File: src/rtl/led_code_seq_if.sv
// Connection bundle between the status-code sequencer, its host and the LED blinker.
// The master side posts codes and returns the blinker LED; the slave side is the sequencer.
interface led_code_seq_if #(
    parameter int TW = 11,
    parameter int CW = 4
);
    logic [CW-1:0] code;
    logic          code_stb;
    logic          blk_led;
    logic          blk_ena;
    logic [TW-1:0] blk_off;
    logic [TW-1:0] blk_on;
    logic          busy;
    logic          seq_done;

    modport master (
        output code, code_stb, blk_led,
        input  blk_ena, blk_off, blk_on, busy, seq_done
    );

    modport slave (
        input  code, code_stb, blk_led,
        output blk_ena, blk_off, blk_on, busy, seq_done
    );
endinterface

File: src/rtl/led_code_seq.sv
// Status-code sequencer: gates an LED blinker so it emits N blinks, a dark gap, then repeats.
//   state   | meaning
//   S_IDLE  | blinker disabled, waiting for a nonzero pending code
//   S_BLINK | blinker enabled, counting LED falling edges down to the end of the burst
//   S_GAP   | blinker disabled for GAP_CYC cycles before the next burst or idle
module led_code_seq #(
    parameter int              TW      = 11,
    parameter int              CW      = 4,
    parameter int              GW      = 24,
    parameter logic [TW-1:0]   ON_VAL  = 11'h600,
    parameter logic [TW-1:0]   OFF_VAL = 11'h600,
    parameter logic [GW-1:0]   GAP_CYC = 24'd6000000
) (
    input  logic           clk,
    input  logic           rst_n,
    led_code_seq_if.slave  bus
);

    typedef enum logic [1:0] {
        S_IDLE  = 2'd0,
        S_BLINK = 2'd1,
        S_GAP   = 2'd2
    } state_t;

    localparam logic [GW-1:0] GAP_LOAD = GAP_CYC - 1'b1;

    state_t        r_state;
    state_t        w_state_nxt;
    logic [CW-1:0] r_pend;
    logic [CW-1:0] r_cur;
    logic [CW-1:0] r_cnt;
    logic [GW-1:0] r_gap;
    logic          r_led_d;
    logic          r_seq_done;
    logic [CW-1:0] w_cur_nxt;
    logic [CW-1:0] w_cnt_nxt;
    logic [GW-1:0] w_gap_nxt;
    logic          w_seq_done_nxt;
    logic          w_fall;

    assign w_fall = r_led_d & ~bus.blk_led;

    always_comb begin
        w_state_nxt    = r_state;
        w_cur_nxt      = r_cur;
        w_cnt_nxt      = r_cnt;
        w_gap_nxt      = r_gap;
        w_seq_done_nxt = 1'b0;
        case (r_state)
            S_IDLE: begin
                if (r_pend != '0) begin
                    w_cur_nxt   = r_pend;
                    w_cnt_nxt   = r_pend;
                    w_state_nxt = S_BLINK;
                end
            end
            S_BLINK: begin
                if (w_fall) begin
                    if (r_cnt == CW'(1)) begin
                        w_seq_done_nxt = 1'b1;
                        w_gap_nxt      = GAP_LOAD;
                        w_state_nxt    = S_GAP;
                    end else begin
                        w_cnt_nxt = r_cnt - 1'b1;
                    end
                end
            end
            S_GAP: begin
                // A code posted during the burst or gap is picked up only here, at the boundary.
                if (r_gap == '0) begin
                    if (r_pend != '0) begin
                        w_cur_nxt   = r_pend;
                        w_cnt_nxt   = r_pend;
                        w_state_nxt = S_BLINK;
                    end else begin
                        w_state_nxt = S_IDLE;
                    end
                end else begin
                    w_gap_nxt = r_gap - 1'b1;
                end
            end
            default: w_state_nxt = S_IDLE;
        endcase
    end

    always_ff @(posedge clk or negedge rst_n) begin
        if (!rst_n) begin
            r_state    <= S_IDLE;
            r_pend     <= '0;
            r_cur      <= '0;
            r_cnt      <= '0;
            r_gap      <= '0;
            r_led_d    <= 1'b0;
            r_seq_done <= 1'b0;
        end else begin
            r_state    <= w_state_nxt;
            r_cur      <= w_cur_nxt;
            r_cnt      <= w_cnt_nxt;
            r_gap      <= w_gap_nxt;
            r_led_d    <= bus.blk_led;
            r_seq_done <= w_seq_done_nxt;
            if (bus.code_stb) begin
                r_pend <= bus.code;
            end
        end
    end

    assign bus.blk_ena  = (r_state == S_BLINK);
    assign bus.busy     = (r_state != S_IDLE);
    assign bus.seq_done = r_seq_done;
    assign bus.blk_off  = OFF_VAL;
    assign bus.blk_on   = ON_VAL;

endmodule
File: src/flat_wrapper.sv
// flat-port wrapper written by rule: the top's interface ports become plain ports
module led_code_seq_flat 
#(
    parameter int              TW      = 11,
    parameter int              CW      = 4,
    parameter int              GW      = 24,
    parameter logic [TW-1:0]   ON_VAL  = 11'h600,
    parameter logic [TW-1:0]   OFF_VAL = 11'h600,
    parameter logic [GW-1:0]   GAP_CYC = 24'd6000000
)
  (clk, rst_n, bus_code, bus_code_stb, bus_blk_led, bus_blk_ena, bus_blk_off, bus_blk_on, bus_busy, bus_seq_done);
  led_code_seq_if #(.TW(TW), .CW(CW)) bus_i ();
  input  logic clk;
  input  logic rst_n;
  input wire logic [$bits(bus_i.code)-1:0] bus_code;
  input wire logic [$bits(bus_i.code_stb)-1:0] bus_code_stb;
  input wire logic [$bits(bus_i.blk_led)-1:0] bus_blk_led;
  output wire logic [$bits(bus_i.blk_ena)-1:0] bus_blk_ena;
  output wire logic [$bits(bus_i.blk_off)-1:0] bus_blk_off;
  output wire logic [$bits(bus_i.blk_on)-1:0] bus_blk_on;
  output wire logic [$bits(bus_i.busy)-1:0] bus_busy;
  output wire logic [$bits(bus_i.seq_done)-1:0] bus_seq_done;
  assign bus_i.code = bus_code;
  assign bus_i.code_stb = bus_code_stb;
  assign bus_i.blk_led = bus_blk_led;
  assign bus_blk_ena = bus_i.blk_ena;
  assign bus_blk_off = bus_i.blk_off;
  assign bus_blk_on = bus_i.blk_on;
  assign bus_busy = bus_i.busy;
  assign bus_seq_done = bus_i.seq_done;
  led_code_seq #(.TW(TW), .CW(CW), .GW(GW), .ON_VAL(ON_VAL), .OFF_VAL(OFF_VAL), .GAP_CYC(GAP_CYC)) u_core (.clk(clk), .rst_n(rst_n), .bus(bus_i));
endmodule
File: config.mk
export PLATFORM = sky130hd
export DESIGN_NAME = led_code_seq_flat
export DESIGN_NICKNAME = d
export VERILOG_FILES = /design/src/rtl/led_code_seq_if.sv /design/src/rtl/led_code_seq.sv /design/src/flat_wrapper.sv
export SDC_FILE = /design/constraint.sdc
export NUM_CORES = 1
export LEC_CHECK = 0
export ABC_AREA = 0
export ABC_CLOCK_PERIOD_IN_PS = 2950
export BUFFER_PORTS_ARGS = -buffer_cell sky130_fd_sc_hd__buf_4
export CORE_ASPECT_RATIO = 0.9
export CORE_MARGIN = 2
export CORE_UTILIZATION = 29
export CTS_BUF_LIST = sky130_fd_sc_hd__clkbuf_16
export CTS_CLUSTER_SIZE = 10
export DETAILED_ROUTE_END_ITERATION = 10
export HOLD_SLACK_MARGIN = 0.03
export PLACE_DENSITY = 0.53
export SLEW_MARGIN = 20
export SYNTH_ARGS = -nofsm -noshare
export SYNTH_HDL_FRONTEND = slang
export SYNTH_SLANG_ARGS = --single-unit
File: constraint.sdc
create_clock -name clk -period 2.95 [get_ports clk]
set_input_delay 0.59 -clock clk [delete_from_list [all_inputs] [get_ports clk]]
set_output_delay 0.59 -clock clk [all_outputs]
set_load 0.01 [all_outputs]
==> flow_metrics.py, run 1 <==
metrics = {
    "floorplanning": {
        "ios": 33,
        "rows": 29,
        "core_sq_um": 7080,
        "die_area_sq_um": 8010,
        "start_util_pct": 29.9,
        "die_w_um": 94.1,
        "die_height_um": 85.1,
    },
    "critical_path": {
        "crit_start": "u_core.r_gap[12]$_DFFE_PN0P_",
        "critical_path_required_ns": 3.09,
        "cp-end-kind": "flop",
        "cp.arrival_ns": 2.59,
        "cpMostUsedCell": "or4_1",
        "slowest_delay_ns": 0.69,
        "start_kind": "flop",
        "worstPathMaxFanout": 8,
        "cp_top_family": "simple AND/OR/NAND/NOR gates",
        "crit_slowest_cell": "or4_1",
        "crit_type": "flop to flop",
        "crit_chain": "or4_4, or4_1, o2111ai_2, or4_1, a21oi_1",
        "cp_num_buf_inv": 0,
        "reg2reg_from": "u_core.r_gap[12]$_DFFE_PN0P_",
    },
    "clock_tree": {
        "cts_buffer_depth": 2,
        "insertion_delay_ns": 0.28,
        "postCtsSetupBuffers": 0,
        "clockRootBuffer": "clkbuf_16",
        "cts_buffers": 5,
        "cts.sinks": 36,
        "htreeDepth": 2,
        "cts_tree": "built",
        "hold_buffers": 0,
        "cts.reportedPaths.clkPinSlew_ns": 0.06,
        "cts_resized": 0,
    },
    "global_routing": {
        "antenna_found_initial": 0,
        "grt_max_degree": 37,
        "grt_pass1_vias": 1489,
        "overflow": 0,
        "grt_pass1_wl_um": 7330,
        "grt_usage_pct": 11.6,
    },
    "timing": {
        "rsz0062_at_grt": "no",
        "period_minus_slack_ns": 2.45,
        "holdWs_ns": 0.276,
        "relSlewSlack_pct": 53.3,
        "hold_violations": 0,
        "fmax_ghz": 0.409,
        "tns_ns": 0,
        "final-max-slew-violation-count": 0,
        "setup_slack_ns": 0.502,
        "setup-violations-final": 0,
        "clock_skew_ns": 0.00521,
        "fin_crit_sh_pct": 83.0,
        "worst_pin_slew_ns": 0.699,
    },
    "final_layout": {
        "drive_gt1_share_pct": 17.4,
        "fin_util_pct": 33.4,
        "nFillCells": 746,
        "area_delta_synth_final_pct": 11.6,
        "antenna_cells": 0,
        "design_area_sq_um": 2360,
        "instances_no_fill": 317,
        "nets": 235,
    },
    "run_status": {
        "status": "completed",
    },
    "detailed_routing": {
        "wl_per_cell_um": 13.1,
        "ant_nets": 0,
        "vias_per_cell": 4.82,
        "dr_wl_met2_um": 1930,
        "drc_errors": 0,
        "drt-initial-drc-count": 62,
        "routed_wl_um": 4140,
        "wl_met1_um": 2060,
        "met3_length_um": 110,
        "vias": 1527,
        "top_layer_used": "met4",
        "firstDrtPassIters": 4,
    },
    "placed_design": {
        "place_ws_ns": 0.498,
        "dp.final_hpwl_um": 2950,
        "dpl-instance-area_sq_um": 2200,
        "gp_congestion": 0.737,
        "port-buffer-count": 10,
        "dp.cells": 309,
    },
    "power": {
        "ir_worst_vdd_uv": 358,
        "power.total_mw": 1.80,
        "p_leak_nw": 0.921,
        "p_per_area_nw_per_um2": 761,
    },
    "logic_synthesis": {
        "ys_seq_elements": 36,
        "ys_types": 45,
        "synth-edff-count": 0,
        "avgSynthCellArea_sq_um": 9.94,
        "async_flop_share_pct": 100,
        "yosysSeqAreaShare_pct": 42.5,
        "syn_area_sq_um": 2120,
        "synthCells": 213,
        "yosys_warnings": 0,
        "synth-main-ff-cell": "dfrtp_1",
    },
    "flow_run": {
        "drv_cap": 0,
    },
    "worst_hold_path": {
        "hold_class": "input port to async pin",
    },
}
power by group:
group / leakage (nW) / internal [mW] / switching (mW) / total (mW)
Combinational: 0.448 / 0.204 / 0.239 / 0.443
Clock: 0.0789 / 0.392 / 0.193 / 0.586
Sequential: 0.394 / 0.629 / 0.143 / 0.772
Total: 0.921 / 1.23 / 0.576 / 1.80
worst paths after layout:
path	endpoint	slack (ns)	depth (start not counted)
setup / recovery	u_core.r_gap[21]$_DFFE_PN0P_	0.50	5
hold / removal	u_core.bus.seq_done$_DFF_PN0_	0.28	1
hold reg to reg	u_core.r_gap[9]$_DFFE_PN0P_	0.48	1
setup reg to reg	u_core.r_gap[21]$_DFFE_PN0P_	0.50	5
min in group clk	u_core.r_led_d$_DFF_PN0_	0.43	1
max in group asynchronous	u_core.r_led_d$_DFF_PN0_	2.35	1
cells in the final DEF, fill, tap and decap left out, types with 2 or more instances in the layout:
| cell type | n |
|---|---|
| inv_1 | 7 |
| xnor2_1 | 2 |
| mux2i_1 | 6 |
| conb_1 | 22 |
| o311ai_1 | 2 |
| o21ai_0 | 8 |
| nand4_1 | 2 |
| a211oi_1 | 2 |
| clkbuf_16 | 5 |
| o31ai_1 | 3 |
| nand2b_1 | 5 |
| or3_1 | 7 |
| nor3_1 | 7 |
| nor4_1 | 5 |
| clkinv_1 | 2 |
| xor2_1 | 4 |
| or4_1 | 7 |
| nor4_4 | 2 |
| nor2_1 | 13 |
| a31oi_1 | 2 |
| buf_4 | 11 |
| o21ai_2 | 2 |
| nand3_1 | 9 |
| ha_1 | 4 |
| o2111ai_2 | 2 |
| dfrtp_1 | 36 |
| or4_4 | 3 |
| nand2_1 | 12 |
| or2_2 | 4 |
| o41ai_1 | 2 |
| o21ai_1 | 3 |
| a21oi_1 | 6 |
| mux2_2 | 4 |
Yosys cell counts (3+ instances only):
| master | n | area [sq um] |
|---|---|---|
| nor2_1 | 13 | 48.8 |
| nor4_1 | 5 | 31.3 |
| a21oi_1 | 6 | 30.0 |
| nor3_1 | 7 | 35.0 |
| dfrtp_1 | 36 | 901 |
| clkbuf_1 | 4 | 15.0 |
| inv_1 | 7 | 26.3 |
| xor2_1 | 4 | 35.0 |
| o21ai_1 | 3 | 15.0 |
| buf_4 | 22 | 165 |
| or2_2 | 4 | 25.0 |
| mux2i_1 | 6 | 60.1 |
| or4_4 | 3 | 33.8 |
| nand2b_1 | 5 | 31.3 |
| nand3_1 | 9 | 45.0 |
| o31ai_1 | 3 | 22.5 |
| o21ai_0 | 8 | 40.0 |
| or4_1 | 7 | 52.6 |
| mux2_2 | 4 | 45.0 |
| nand2_1 | 12 | 45.0 |
| or3_1 | 7 | 43.8 |
| ha_1 | 4 | 50.1 |
layer usage:
layer / vias to the layer above / global-route usage [%]
met3: 7 / 2.66
met1: 738 / 15.9
li1: 756 / -
met4: 0 / 3.56
met2: 26 / 18.4
met5: - / 0
state kept, by name, indices dropped and copies added, names as in the netlist:
name / flops
u_core.r_gap: 24
u_core.r_cnt: 4
u_core.r_pend: 4
u_core.r_state: 2
u_core.bus.seq_done: 1
u_core.r_led_d: 1
final cells by class:
| cell class | count | area [sq um] | share of cell area, % |
|---|---|---|---|
| Tap cell | 93 | 116 | 4.92 |
| Timing Repair Buffer | 11 | 82.6 | 3.49 |
| Clock buffer | 5 | 125 | 5.29 |
| Clock inverter | 3 | 37.5 | 1.59 |
| Sequential cell | 36 | 901 | 38.1 |
| Multi-Input combinational cell | 162 | 1080 | 45.5 |
| Inverter | 7 | 26.3 | 1.11 |
logic make-up (layout without fill, tap and decap cells):
kind of cell             count (synthesis)  in the layout  share of synthesized area [%]
flip-flops                              36             36                           42.5
AO/OA/AOI/OAI                           40             40                           14.5
buffers and inverters                   35             26                           10.2
other                                    2             22                          0.355
AND/OR/NAND/NOR                         80             80                           22.6
adder cells (fa/ha/maj)                  4              4                           2.36
multiplexers                            10             10                           4.96
XOR/XNOR                                 6              6                           2.48
Power figures use the tool's default switching activity.
==> inputs of run 2 (changes only) <==
--- a/config.mk
+++ b/config.mk
@@ -5,8 +5,8 @@
 export SDC_FILE = /design/constraint.sdc
 export NUM_CORES = 1
 export LEC_CHECK = 0
-export ABC_AREA = 0
-export ABC_CLOCK_PERIOD_IN_PS = 2950
+export ABC_AREA = 1
+export ABC_CLOCK_PERIOD_IN_PS = 2300
 export BUFFER_PORTS_ARGS = -buffer_cell sky130_fd_sc_hd__buf_4
 export CORE_ASPECT_RATIO = 0.9
 export CORE_MARGIN = 2
==> constraint.sdc (replaced) <==
create_clock -name clk -period 2.3 [get_ports clk]
set_input_delay 0.46 -clock clk [delete_from_list [all_inputs] [get_ports clk]]
set_output_delay 0.46 -clock clk [all_outputs]
set_load 0.01 [all_outputs]
==> run 2 against run 1 <==
- routed wire length grew 27%
- core utilization shrank 0.79 points
- register-to-register slack is essentially flat
- clock skew is essentially flat
- die area grew 16%
- power grew 59%
- cell count grew 51%
- flip-flop and latch count is the same
- critical path depth grew 4
- largest cell class unchanged
- non-clock buffer count grew 3
==> flow_metrics.py, run 2 <==
metrics = {
    "critical_path": {
        "cpMostUsedCell": "nand2_1",
        "cp.arrival_ns": 1.95,
        "worstPathMaxFanout": 7,
        "cp-end-kind": "flop",
        "slowest_delay_ns": 0.38,
        "start_kind": "flop",
        "crit_chain": "inv_1, ha_1, nand2_1, nor2_1, nand2_1, nand2_1, nand3_1, nand2_1, o21ai_2",
        "crit_type": "flop to flop",
        "r2r_setup_slack_ns": 0.51,
        "crit_slowest_cell": "dfrtp_1",
        "critical_path_required_ns": 2.46,
    },
    "final_layout": {
        "fin_util_pct": 32.6,
        "nets": 372,
        "layout_common_cells": "nand2_1 (103), nor2_1 (44), nand3_1 (36), dfrtp_1 (36), inv_1 (32)",
        "nFillCells": 906,
        "regMostFlops": "u_core.r_gap",
        "area_delta_synth_final_pct": 11.0,
        "largest_register_ffs": 24,
        "final-seq-area_sq_um": 901,
        "antenna_cells": 0,
        "reg.largest.list": "u_core.r_gap x24, u_core.r_cnt x4, u_core.r_pend x4",
        "multi_input_area_sq_um": 1300,
        "final_common_cell": "nand2_1",
        "drive_gt1_share_pct": 14.1,
    },
    "power": {
        "switching_share_pct": 40.2,
        "p_leak_nw": 1.31,
        "power_frac_seq_pct": 35.5,
        "power.total_mw": 2.86,
        "clockPowerShare_pct": 27.2,
        "p_switching_mw": 1.15,
        "power_frac_comb_pct": 37.3,
        "internal-power_mw": 1.71,
        "ir_worst_vdd_uv": 327,
        "p_per_area_nw_per_um2": 1040,
    },
    "logic_synthesis": {
        "synth_top_area_cell": "dfrtp_1",
        "synth_top_area_share_pct": 36.3,
        "netlist_top_cells_count": "nand2_1 (103), nor2_1 (44), dfrtp_1 (36), nand3_1 (36), inv_1 (32)",
        "syn_area_sq_um": 2480,
        "yosysSeqAreaShare_pct": 36.3,
        "yosys_warnings": 0,
        "yosysMostFrequentCell": "nand2_1",
        "ys_types": 28,
        "synth-edff-count": 0,
        "avgSynthCellArea_sq_um": 7.14,
        "synthCells": 348,
        "synthTopCellsByArea": "dfrtp_1 (36%), nand2_1 (16%), nand3_1 (7.3%)",
        "async_flop_share_pct": 100,
        "synth-main-ff-cell": "dfrtp_1",
        "ys_seq_elements": 36,
    },
    "detailed_routing": {
        "drt-initial-drc-count": 148,
        "routed_wl_um": 5250,
        "drc_errors": 0,
        "ant_nets": 0,
        "vias": 2084,
        "firstDrtPassIters": 4,
        "vias_per_cell": 4.34,
        "wl_per_cell_um": 10.9,
    },
    "clock_tree": {
        "hold_buffers": 0,
        "cts.sinks": 36,
        "cts_buffers": 5,
        "cts_buffer_depth": 2,
        "htreeDepth": 2,
        "cts.reportedPaths.clkPinSlew_ns": 0.06,
        "insertion_delay_ns": 0.28,
        "postCtsSetupBuffers": 0,
        "clockRootBuffer": "clkbuf_16",
        "cts_resized": 0,
        "cts_tree": "built",
    },
    "placed_design": {
        "dp.final_hpwl_um": 3940,
        "place_ws_ns": 0.530,
        "gp_congestion": 0.874,
        "port-buffer-count": 10,
    },
    "timing": {
        "fmax_ghz": 0.559,
        "period_minus_slack_ns": 1.79,
        "holdWs_ns": 0.145,
        "setup_slack_ns": 0.512,
        "rsz0062_at_grt": "no",
        "clock_skew_ns": 0.00506,
        "final-max-slew-violation-count": 0,
        "hold_violations": 0,
        "fin_crit_sh_pct": 77.7,
        "setup-violations-final": 0,
        "tns_ns": 0,
    },
    "floorplanning": {
        "ios": 33,
        "die_height_um": 91.8,
        "die_w_um": 102,
        "core_sq_um": 8450,
        "start_util_pct": 29.4,
        "rows": 32,
        "die_area_sq_um": 9320,
    },
    "global_routing": {
        "grt_pass1_wl_um": 9230,
        "antenna_found_initial": 0,
        "overflow": 0,
        "grt_pass1_vias": 1947,
        "grt_usage_pct": 12.2,
        "grt_max_degree": 37,
    },
    "run_status": {
        "status": "completed",
    },
    "worst_hold_path": {
        "hold_class": "input port to async pin",
    },
    "flow_run": {
        "drv_cap": 0,
    },
}
[run 2: changes by cell type in the layout (fill, tap and decap cells not counted), moves of 7 or more]
cell     change
nor3_1       -7
nand3_1     +27
o21ai_2     +11
or3_1        -7
inv_1       +25
nand2_1     +91
or4_1        -7
nand4_1      +8
nor2_1      +31
[run 2: path summary, 6_finish.rpt]
kind                       depth (start not counted)                            to                         from
setup / recovery                                   9  u_core.r_gap[16]$_DFFE_PN0P_  u_core.r_gap[0]$_DFFE_PN0P_
hold / removal                                     1  u_core.r_gap[20]$_DFFE_PN0P_                        rst_n
setup reg to reg                                   9  u_core.r_gap[16]$_DFFE_PN0P_  u_core.r_gap[0]$_DFFE_PN0P_
hold reg to reg                                    2   u_core.r_cnt[1]$_DFFE_PN0P_  u_core.r_cnt[1]$_DFFE_PN0P_
max in group asynchronous                          1   u_core.r_gap[5]$_DFFE_PN0P_                        rst_n
min in group clk                                   1      u_core.r_led_d$_DFF_PN0_                  bus_blk_led
[run 2: per-layer routing]
metal	vias up	wire [um]	track usage, %
li1	1087	-	-
met1	958	2740	17.6
met2	33	2280	18.6
met3	6	170	1.83
met4	0	61	3.72
met5	-	0	0
[run 2: metrics by stage]
step,area (sq um),instances
6_report,2760,480
5_1_grt,2760,480
4_1_cts,2760,480
3_5_place_dp,2590,472
3_3_place_gp,2590,472
2_1_floorplan,2560,368
[run 2: power groups by stage]
stage / logic [mW] / registers (mW) / clock network [mW]
3_3_place_gp: 1.06 / 1.02 / 0
3_5_place_dp: 1.07 / 1.02 / 0
6_report: 1.07 / 1.02 / 0.778
2_1_floorplan: 0.899 / 0.963 / 0
5_1_grt: 1.24 / 1.04 / 0.830
4_1_cts: 1.08 / 1.01 / 0.800
[run 2: cell families after synthesis]
logic type                 count (synthesis)  synth area share, %
adders and majority gates                  4                 2.02
AOI/OAI and AO/OA                         32                 8.97
buffers and inverters                     64                 14.3
DFF                                       36                 36.3
and+or+nand+nor                          205                 36.4
other                                      2                0.302
xor gates and xnor gates                   5                 1.76
[run 2: cell type report]
| type | instances | share of cell area, % |
|---|---|---|
| clock buffers | 5 | 4.54 |
| clock inverters | 3 | 1.54 |
| inverters | 35 | 4.77 |
| multi-input cells | 268 | 47.3 |
| flip-flops and latches | 36 | 32.7 |
| well taps | 119 | 5.40 |
| repair buffers | 14 | 3.81 |
[run 2: critical path, delay by kind of cell (launching register included)]
kind                     cells  cell delay (ns)
adder cells (fa/ha/maj)      1             0.32
buffers and inverters        1             0.18
AO/OA/AOI/OAI                1             0.05
AND/OR/NAND/NOR              6             0.72
flip-flops                   1             0.38
==> inputs of run 3 (changes only) <==
--- a/config.mk
+++ b/config.mk
@@ -6,7 +6,7 @@
 export NUM_CORES = 1
 export LEC_CHECK = 0
 export ABC_AREA = 1
-export ABC_CLOCK_PERIOD_IN_PS = 2300
+export ABC_CLOCK_PERIOD_IN_PS = 1550
 export BUFFER_PORTS_ARGS = -buffer_cell sky130_fd_sc_hd__buf_4
 export CORE_ASPECT_RATIO = 0.9
 export CORE_MARGIN = 2
@@ -15,7 +15,7 @@
 export CTS_CLUSTER_SIZE = 10
 export DETAILED_ROUTE_END_ITERATION = 10
 export HOLD_SLACK_MARGIN = 0.03
-export PLACE_DENSITY = 0.53
+export PLACE_DENSITY = 0.54
 export SLEW_MARGIN = 20
 export SYNTH_ARGS = -nofsm -noshare
 export SYNTH_HDL_FRONTEND = slang
==> constraint.sdc (replaced) <==
create_clock -name clk -period 1.55 [get_ports clk]
set_input_delay 0.31 -clock clk [delete_from_list [all_inputs] [get_ports clk]]
set_output_delay 0.31 -clock clk [all_outputs]
set_load 0.01 [all_outputs]
==> run 3 against run 2 <==
- the flow now finishes with violations (setup timing)
- largest power group unchanged
- core utilization up 7.4 points
- cell area up 23%
- global-route usage rose by 1.4 points
- critical path depth down 5
==> flow_metrics.py, run 3 (synthesized netlist as in run 2, its figures left out) <==
metrics = {
    "clock_tree": {
        "cts_buffers": 5,
        "cts_tree": "built",
        "cts.sinks": 36,
        "insertion_delay_ns": 0.28,
        "cts.reportedPaths.clkPinSlew_ns": 0.05,
        "clockRootBuffer": "clkbuf_16",
        "cts_buffer_depth": 2,
        "htreeDepth": 2,
    },
    "placed_design": {
        "gp_congestion": 0.848,
        "place_ws_ns": -0.0312,
        "port-buffer-count": 10,
        "dp.final_hpwl_um": 4420,
        "dpl-instance-area_sq_um": 2900,
    },
    "final_layout": {
        "largest_register_ffs": 24,
        "nets": 419,
        "fin_util_pct": 40.0,
        "layout_common_cells": "nand2_1 (87), buf_4 (54), nand3_1 (36)",
        "regMostFlops": "u_core.r_gap",
        "design_area_sq_um": 3380,
        "reg.largest.list": "u_core.r_gap x24, u_core.r_cnt x4, u_core.r_pend x4",
        "final_common_cell": "nand2_1",
        "antenna_cells": 0,
        "area_delta_synth_final_pct": 36.2,
        "drive_gt1_share_pct": 35.1,
        "nFillCells": 845,
    },
    "power": {
        "switching_share_pct": 41.4,
        "power_frac_seq_pct": 29.7,
        "ir_worst_vdd_uv": 489,
        "p_per_area_nw_per_um2": 1480,
        "clockPowerShare_pct": 19.0,
        "p_leak_nw": 1.60,
        "internal-power_mw": 2.93,
        "power.total_mw": 5.00,
        "power_frac_comb_pct": 51.3,
        "p_switching_mw": 2.07,
    },
    "floorplanning": {
        "ios": 33,
        "rows": 32,
        "start_util_pct": 29.4,
        "core_sq_um": 8450,
        "die_height_um": 91.8,
        "die_area_sq_um": 9320,
        "die_w_um": 102,
    },
    "detailed_routing": {
        "routed_wl_um": 6240,
        "firstDrtPassIters": 4,
        "drt-initial-drc-count": 148,
        "vias": 2310,
        "ant_nets": 0,
        "wl_per_cell_um": 11.9,
        "vias_per_cell": 4.39,
        "drc_errors": 0,
    },
    "critical_path": {
        "start_kind": "flop",
        "worstPathMaxFanout": 10,
        "crit_type": "flop to primary output",
        "cp.arrival_ns": 1.24,
        "critical_path_required_ns": 1.24,
        "cp-end-kind": "primary output",
    },
    "timing": {
        "final-max-slew-violation-count": 0,
        "rsz0062_at_grt": "yes",
        "holdWs_ns": 0.150,
        "setup_slack_ns": -0.000920,
        "setup-violations-final": 1,
        "hold_violations": 0,
        "clock_skew_ns": 0.00818,
        "period_minus_slack_ns": 1.55,
        "fmax_ghz": 0.645,
        "fin_crit_sh_pct": 100,
    },
    "run_status": {
        "violations": "setup timing",
        "status": "complete, but fails checks",
    },
    "worst_hold_path": {
        "hold_class": "input port to flop",
    },
    "global_routing": {
        "overflow": 0,
        "grt_max_degree": 37,
        "grt_usage_pct": 13.6,
        "antenna_found_initial": 0,
        "grt_pass1_wl_um": 10000,
        "grt_pass1_vias": 2135,
    },
    "flow_run": {
        "drv_cap": 0,
    },
}
run 3: cell type report:
cell class / count / area (sq um) / area share, %
multi-input cells: 268 / 1520 / 44.9
flip-flops and latches: 36 / 903 / 26.7
clock buffers: 5 / 125 / 3.70
inverters: 35 / 134 / 3.96
well taps: 119 / 149 / 4.40
repair buffers: 61 / 546 / 16.1
clock inverters: 2 / 8.76 / 0.259
run 3: routing by layer:
metal	vias up	GRT usage (%)	wire [um]
li1	1176	-	-
met1	1075	19.4	3040
met2	50	20.7	2870
met3	9	1.22	183
met4	0	6.08	149
met5	-	0	0
run 3: power by group through the flow:
stage | clock network [mW] | logic [mW] | registers [mW]
after detailed placement | 0 | 2.12 | 1.44
after global routing | 1.02 | 2.87 | 1.52
after CTS | 0.976 | 2.15 | 1.45
after global placement | 0 | 2.10 | 1.44
final | 0.952 | 2.57 | 1.49
after floorplan | 0 | 1.33 | 1.43
run 3: worst max-delay path, cell delays in order, from the launching register on:
cell	delay (ns)
dfrtp_1	0.40
inv_2	0.07
nor2_2	0.17
buf_4	0.20
buf_4	0.13
run 3: what timing repair did:
action                     in CTS  in global routing
hold endpoints to repair       36                  0
setup endpoints to repair      19                 27
hold buffers                    1                  0
setup buffers                   0                  9
gates cloned                    0                  2
pin swaps                       2                 14
resized for setup               8                 60
run 3: through the flow:
step           std cells  setup TNS (ns)
4_1_cts              515               0
6_report             526       -0.000920
3_3_place_gp         507         -0.0108
2_1_floorplan        368               0
5_1_grt              526           -1.12
3_5_place_dp         507          -0.182
run 3: final timing paths:
check	cells past startpoint	to	startpoint	slack, ns
worst max-delay path	4	bus_blk_ena	u_core.r_state[0]$_DFFE_PN0P_	-0.0009
worst min-delay path	1	u_core.r_led_d$_DFF_PN0_	bus_blk_led	0.15
worst max register to register	9	u_core.r_gap[1]$_DFFE_PN0P_	u_core.r_gap[8]$_DFFE_PN0P_	0.02
worst min register to register	2	u_core.r_cnt[1]$_DFFE_PN0P_	u_core.r_cnt[1]$_DFFE_PN0P_	0.49
max in group asynchronous	2	u_core.r_gap[4]$_DFFE_PN0P_	rst_n	0.64
min in group asynchronous	2	u_core.r_gap[21]$_DFFE_PN0P_	rst_n	0.55
